===== src/rtl/wb_arb.sv =====
// Writeback arbiter: accepts one finished result per cycle from scalu, mcalu or lsq
// and broadcasts it for one cycle. Define WB_ARB_RR_EN for round-robin priority.
module wb_arb (
    input  logic        clk,
    input  logic        rst,
    input  logic        rob_flush,

    input  logic        scalu_valid,
    input  logic        scalu_error,
    input  logic [4:0]  scalu_ecause,
    input  logic [6:0]  scalu_robid,
    input  logic [5:0]  scalu_rd,
    input  logic [31:0] scalu_result,

    input  logic        mcalu_valid,
    input  logic        mcalu_error,
    input  logic [4:0]  mcalu_ecause,
    input  logic [6:0]  mcalu_robid,
    input  logic [5:0]  mcalu_rd,
    input  logic [31:0] mcalu_result,

    input  logic        lsq_valid,
    input  logic        lsq_error,
    input  logic [4:0]  lsq_ecause,
    input  logic [6:0]  lsq_robid,
    input  logic [5:0]  lsq_rd,
    input  logic [31:0] lsq_result,

    output logic        wb_scalu_stall,
    output logic        wb_mcalu_stall,
    output logic        wb_lsq_stall,

    output logic        wb_valid,
    output logic        wb_error,
    output logic [4:0]  wb_ecause,
    output logic [6:0]  wb_robid,
    output logic [5:0]  wb_rd,
    output logic [31:0] wb_result
);

    // Handshake: producer X transfers in a cycle where X_valid=1 and wb_X_stall=0;
    // while stalled it holds valid and all fields stable. No downstream backpressure.
    logic [2:0] req;
    logic [2:0] grant;

    assign req = {lsq_valid, mcalu_valid, scalu_valid};

`ifdef WB_ARB_RR_EN
    logic [1:0] ptr;

    // Search starts at ptr and wraps scalu -> mcalu -> lsq; ptr=3 behaves as 0.
    always_comb begin
        grant = 3'b000;
        if (!rst && !rob_flush) begin
            case (ptr)
                2'd1: begin
                    if (req[1])      grant = 3'b010;
                    else if (req[2]) grant = 3'b100;
                    else if (req[0]) grant = 3'b001;
                end
                2'd2: begin
                    if (req[2])      grant = 3'b100;
                    else if (req[0]) grant = 3'b001;
                    else if (req[1]) grant = 3'b010;
                end
                default: begin
                    if (req[0])      grant = 3'b001;
                    else if (req[1]) grant = 3'b010;
                    else if (req[2]) grant = 3'b100;
                end
            endcase
        end
    end

    always_ff @(posedge clk) begin
        if (rst || rob_flush) begin
            ptr <= 2'd0;
        end else if (grant[0]) begin
            ptr <= 2'd1;
        end else if (grant[1]) begin
            ptr <= 2'd2;
        end else if (grant[2]) begin
            ptr <= 2'd0;
        end
    end
`else
    // Fixed priority: lsq > mcalu > scalu.
    always_comb begin
        grant = 3'b000;
        if (!rst && !rob_flush) begin
            if (req[2])      grant = 3'b100;
            else if (req[1]) grant = 3'b010;
            else if (req[0]) grant = 3'b001;
        end
    end
`endif

    assign wb_scalu_stall = scalu_valid & ~grant[0];
    assign wb_mcalu_stall = mcalu_valid & ~grant[1];
    assign wb_lsq_stall   = lsq_valid   & ~grant[2];

    logic        sel_error;
    logic [4:0]  sel_ecause;
    logic [6:0]  sel_robid;
    logic [5:0]  sel_rd;
    logic [31:0] sel_result;

    always_comb begin
        sel_error  = scalu_error;
        sel_ecause = scalu_ecause;
        sel_robid  = scalu_robid;
        sel_rd     = scalu_rd;
        sel_result = scalu_result;
        if (grant[2]) begin
            sel_error  = lsq_error;
            sel_ecause = lsq_ecause;
            sel_robid  = lsq_robid;
            sel_rd     = lsq_rd;
            sel_result = lsq_result;
        end else if (grant[1]) begin
            sel_error  = mcalu_error;
            sel_ecause = mcalu_ecause;
            sel_robid  = mcalu_robid;
            sel_rd     = mcalu_rd;
            sel_result = mcalu_result;
        end
    end

    // Grant is already empty during rob_flush, so wb_valid drops without a separate branch.
    always_ff @(posedge clk) begin
        if (rst) begin
            wb_valid  <= 1'b0;
            wb_error  <= 1'b0;
            wb_ecause <= 5'd0;
            wb_robid  <= 7'd0;
            wb_rd     <= 6'd0;
            wb_result <= 32'd0;
        end else begin
            wb_valid <= |grant;
            if (|grant) begin
                wb_error  <= sel_error;
                wb_ecause <= sel_ecause;
                wb_robid  <= sel_robid;
                wb_rd     <= sel_rd;
                wb_result <= sel_result;
            end
        end
    end

endmodule


===== config.mk =====
export PLATFORM = sky130hd
export DESIGN_NAME = wb_arb
export DESIGN_NICKNAME = d
export VERILOG_FILES = /design/src/rtl/wb_arb.sv
export SDC_FILE = /design/constraint.sdc
export NUM_CORES = 1
export LEC_CHECK = 0
export BUFFER_PORTS_ARGS = -buffer_cell sky130_fd_sc_hd__buf_2
export CORE_MARGIN = 2
export CORE_UTILIZATION = 37
export DETAILED_ROUTE_END_ITERATION = 12
export GPL_ROUTABILITY_DRIVEN = 1
export PLACE_DENSITY = 0.85
export SLEW_MARGIN = 10
export SYNTH_ARGS = -nofsm -noshare
export SYNTH_HDL_FRONTEND = slang
export SYNTH_SLANG_ARGS = --single-unit

===== constraint.sdc =====
create_clock -name clk -period 1.02 [get_ports clk]
set_input_delay 0.102 -clock clk [delete_from_list [all_inputs] [get_ports clk]]
set_output_delay 0.102 -clock clk [all_outputs]
set_load 0.05 [all_outputs]

==> reports/results.tsv, run 1 <==
metric	value	unit
Post-synth EDFFs	0	
Post-Syn Instances	302	
register area share after synthesis	0.354	
dominant cell type by area after synthesis	dfxtp_1	
slew margin rel.	0.682	
post-synthesis compound-gate area fraction	0.356	
critical path class	in -> out	
crit path time final	1.08	ns
drt total wl	12.3	mm
synthesized area per cell	9.73	sq um
synth unique cells	17	
ant diodes	0	
Residual DRC	0	
count leader, synth	dfxtp_1	
die width	93.1	um
routability cong.	0.839	
clock transition at the registers of the reported paths	0.09	ns
drt initial violations	160	
Seq cells post-synth	52	
wire per inst	19.0	um
die height	93.1	um
area post-placement	0.00421	sq mm
XOR/XNOR Fraction of Synth Area	0	
Achievable Freq	0.925	GHz
CTS root buf	clkbuf_8	
area of the mapped netlist	0.00294	sq mm
Post-Synth Adder-Cell Area	0	
FF-to-FF setup slack	0.37	ns
TritonCTS Buffers	5	
Ports	214	
Pwr Density	1100	mW/mm^2
CTS tree	done	
Routed Antenna Nets	0	
Hold Path Class	in -> reg	
worst vdd ir	600	uV
share of cells above drive strength 1	0.530	
first-pass GRT wire length	16.7	mm
most instantiated cells after synthesis	dfxtp_1 (52), a311o_1 (51), a32o_1 (51), nand2b_1 (51), nor2b_1 (51)	
setup TNS	-0.162	ns
max cap viols	0	
mux cell area share after synthesis	0	
grt ovf	0	
Pleak	2.29	nW
critical path's largest stage delay	0.36	ns
setup ws final	-0.0613	ns
Initial DRT Pass Iterations	5	
pre-CTS setup slack	-0.841	ns
simple-gate share of the synthesized area	0.228	
required time worst endpoint	0.92	ns
Yosys Warn Count	0	
Starting Density	0.380	
CP most frequent cell	buf_8	
cell area after layout	0.00514	sq mm
number of global-route vias before repair	3444	
die area	0.00867	sq mm
FFs w/ async S/R, synth	0	
largest net degree at the start of global routing	43	
Fin. Hold Viols	0	
Fin Hold WS	0.129	ns
final HPWL from detailed placement	6.70	mm
RSZ-0062 raised after global routing	yes	
Slowest-stage cell, CP	o31a_4	
PortBufs	213	
Hold-fix buffers, CTS	0	
Cell Rows	32	
gr usage total	0.246	
Slew Limit Fails	0	
Primary FF master, synth	dfxtp_1	
outcome	finished, violations left	
Final period util	1.06	
vias post-DR	3673	
DR vias/cell	5.66	
Syn Nets	461	
largest family of logic cells by synthesized area	compound AO/OA/AOI/OAI gates	
Worst Skew	0	ns
failing checks	negative setup slack	
initial antenna violation count	0	
setup violators final	8	
Synth top area share	0.354	
Critical Path, Cell by Cell	buf_8, buf_8, buf_12, o31a_4, buf_8	
htree depth	2	
synth top area cells	dfxtp_1 (35%), a311o_1 (17%), a32o_1 (17%)	
measured slew at the worst slew-check pin	0.476	ns
CTS Sinks	52	
Skew-Pair Late Insertion Delay	0.29	ns
Layout Nets	706	
core area	0.00773	sq mm
CP Max Fanout	14	
CTS Buffer Depth	2	
CP Launch Type	input pin	
Syn-to-layout area delta	74.9	%
filler instances	610	
CP endpoint kind	output pin	
crit path DAT	0.98	ns
## registers in the layout, summed over array words and instances (netlist names)
register,cells
wb_rd,6
wb_valid,1
wb_error,1
wb_ecause,5
wb_result,32
wb_robid,7
## worst paths after layout
check                                       to           from  depth (start not counted)
worst max-delay path            wb_scalu_stall    mcalu_valid                          5
worst min-delay path                  wb_rd[0]      lsq_rd[0]                          3
worst max register to register   wb_result[17]  wb_result[17]                          1
worst min register to register   wb_result[14]  wb_result[14]                          1
## area by class of cell
cell class	instances	area [sq um]	area share
Clock buffer	6	72.6	0.0141
Multi-Input combinational cell	219	1850	0.359
Sequential cell	52	1040	0.203
Clock inverter	1	5.00	0.000974
Tap cell	102	128	0.0248
Timing Repair Buffer	269	2050	0.398
## cell families after synthesis
kind of cell	after synthesis
compound gates	105
simple gates	107
flops	52
buf+inv	38
## routing by layer
layer  global-route usage  vias to the layer above  part of all wire  wire length, um
li1                     -                     1692                 -                -
met1                0.282                     1768              0.39             4800
met4               0.0846                        0             0.021              265
met5                    0                        -                 0                0
met3               0.0459                       19             0.075              924
met2                0.457                      194              0.51             6350
## repair_timing
item                       in CTS  in global routing
buffers inserted               23                  3
setup endpoints to repair      74                 87
cloned                         10                 10
gates resized for setup        52                 57
pin swaps                      37                 28
## cell usage in the layout (no fill, tap or decap)
cell type	n
clkbuf_1	1
buf_6	16
clkbuf_16	5
o21a_4	1
nor2_4	8
clkbuf_4	23
nor2b_1	51
nor3_4	1
dfxtp_1	52
buf_8	7
clkinv_2	1
and2_2	1
a32o_1	51
buf_16	4
buf_12	11
buf_4	47
or2_4	1
o31a_4	1
o21ba_4	2
clkbuf_8	5
a311o_1	51
nand2b_1	51
buf_2	156
## metrics by stage
stage | utilization | std cells | total power [mW]
2_1_floorplan | - | 302 | 3.47
3_3_place_gp | 0.545 | 600 | 4.03
3_5_place_dp | 0.545 | 600 | 4.07
4_1_cts | 0.623 | 638 | 5.45
5_1_grt | 0.665 | 649 | 5.88
6_report | 0.665 | 649 | 5.63
## critical path, delay by kind of cell
family          cells  cell delay, ns
buf+inv             4            0.52
compound gates      1            0.36
## power by group
group | switching (mW) | total (mW) | leakage [nW] | internal, mW
Sequential | 0.0811 | 2.26 | 0.428 | 2.17
Combinational | 1.21 | 2.26 | 1.82 | 1.05
Clock | 0.643 | 1.11 | 0.0410 | 0.469
Total | 1.94 | 5.63 | 2.29 | 3.69
(Power assumes the default switching activity.)
==> inputs of run 2 (changes only) <==
- MAX_ROUTING_LAYER: unset -> met4
==> run 2 against run 1 <==
Compared with the run above:
- the run still ends with negative setup slack left
- total power is essentially flat
- fmax is 1.9% lower
- sequential share of layout area about the same
- die area stayed put
- first-iteration DRC count increased by 5.6%
- cell count up 0.46%
- sequential cell count unchanged
- routed wire length down 1.1%
- clock skew unchanged
- critical path depth unchanged
- largest cell class unchanged
- largest power group unchanged
==> reports/results.tsv, run 2 (synthesized netlist as in run 1, its figures left out) <==
metric	value	unit
Pleak	2.31	nW
crit path time final	1.10	ns
die area	0.00867	sq mm
vias post-DR	3692	
CP Launch Type	input pin	
Worst Skew	0	ns
wire per inst	18.7	um
Layout Nets	709	
initial antenna violation count	0	
die width	93.1	um
failing checks	negative setup slack	
crit path DAT	1.00	ns
TritonCTS Buffers	5	
Achievable Freq	0.907	GHz
Initial DRT Pass Iterations	4	
Starting Density	0.380	
first-pass GRT wire length	16.7	mm
worst hold path cell count	3	
die height	93.1	um
Largest Register	wb_result	
final HPWL from detailed placement	6.70	mm
Slew Limit Fails	0	
Largest regs	wb_result x32, wb_robid x7, wb_rd x6	
Final period util	1.08	
grt ovf	0	
required time worst endpoint	0.92	ns
Residual DRC	0	
measured slew at the worst slew-check pin	0.491	ns
max cap viols	0	
setup violators final	23	
largest net degree at the start of global routing	43	
CP endpoint kind	output pin	
CTS tree	done	
FF-to-FF setup slack	0.37	ns
number of global-route vias before repair	3434	
CP Max Fanout	3	
Skew-Pair Late Insertion Delay	0.30	ns
Routed Antenna Nets	0	
ant diodes	0	
Ports	214	
filler instances	606	
Syn-to-layout area delta	75.3	%
PortBufs	213	
Pwr Density	1090	mW/mm^2
Final Core Density	0.667	
outcome	finished, violations left	
CTS root buf	clkbuf_8	
critical path class	in -> out	
clock transition at the registers of the reported paths	0.09	ns
Cell Rows	32	
drt initial violations	169	
CTS Buffer Depth	2	
Worst Reg2Reg Path Length in Cells	1	
pre-CTS setup slack	-0.841	ns
DR vias/cell	5.66	
core area	0.00773	sq mm
Hold Path Class	in -> reg	
slew margin rel.	0.672	
Fin. Hold Viols	0	
number of flip-flops in the largest register	32	
worst vdd ir	602	uV
share of cells above drive strength 1	0.533	
RSZ-0062 raised after global routing	yes	
routability cong.	0.852	
CTS Sinks	52	
gr usage total	0.253	
Hold-fix buffers, CTS	0	
most frequent cells in the layout	buf_2 (156), dfxtp_1 (52)	
setup ws final	-0.0828	ns
commonest non-fill, non-tap cell in the layout	buf_2	
drt total wl	12.2	mm
htree depth	2	
[run 2: changes by cell type in the layout (fill, tap and decap cells not counted), moves of 3 or more]
| cell | delta |
|---|---|
| buf_6 | +9 |
| buf_4 | -4 |
| buf_8 | -3 |
| clkbuf_4 | +3 |
[run 2: critical path, stage by stage]
cell	delay [ns]
buf_6	0.10
or2_4	0.25
buf_6	0.12
o31a_4	0.28
buf_8	0.15
[run 2: area by class of cell]
| cell class | instances | area [sq um] | share of cell area |
|---|---|---|---|
| clock inverters | 1 | 5.00 | 0.000972 |
| well taps | 102 | 128 | 0.0248 |
| multi-input cells | 218 | 1820 | 0.354 |
| clock buffers | 6 | 72.6 | 0.0141 |
| flip-flops and latches | 52 | 1040 | 0.202 |
| repair buffers | 273 | 2080 | 0.404 |
[run 2: final timing paths]
kind	to	startpoint
max	wb_scalu_stall	rob_flush
min	wb_rd[0]	lsq_rd[0]
max reg2reg	wb_result[31]	wb_result[31]
min reg2reg	wb_result[14]	wb_result[14]
[run 2: layer usage]
layer	global-route usage	vias to the layer above	routed length, um
met3	0.0355	23	832
met4	0.0821	0	201
met5	-	-	0
li1	-	1695	-
met2	0.457	180	6310
met1	0.289	1794	4850
[run 2: per-stage QoR]
| stage | std cells | setup TNS [ns] | hold slack [ns] | total power, mW | area [sq um] |
|---|---|---|---|---|---|
| 6_report | 652 | -0.390 | 0.131 | 5.63 | 5150 |
| 4_1_cts | 638 | -0.938 | 0.125 | 5.45 | 4820 |
| 3_3_place_gp | 600 | -40.55 | 0.429 | 4.03 | 4210 |
| 2_1_floorplan | 302 | -0.560 | 0.341 | 3.47 | 3030 |
| 3_5_place_dp | 600 | -43.14 | 0.438 | 4.07 | 4210 |
| 5_1_grt | 652 | -0.769 | 0.124 | 5.89 | 5150 |
[run 2: where the power goes]
part | internal [mW] | switching [mW] | leakage [nW] | total, mW
Combinational | 1.06 | 1.21 | 1.84 | 2.26
Clock | 0.469 | 0.642 | 0.0410 | 1.11
Sequential | 2.17 | 0.0809 | 0.428 | 2.26
[run 2: what timing repair did]
| action | CTS | global route |
|---|---|---|
| resized for setup | 52 | 53 |
| gates cloned | 10 | 9 |
| setup endpoints to repair | 74 | 86 |
| pin swaps | 37 | 36 |
| setup buffers | 23 | 7 |
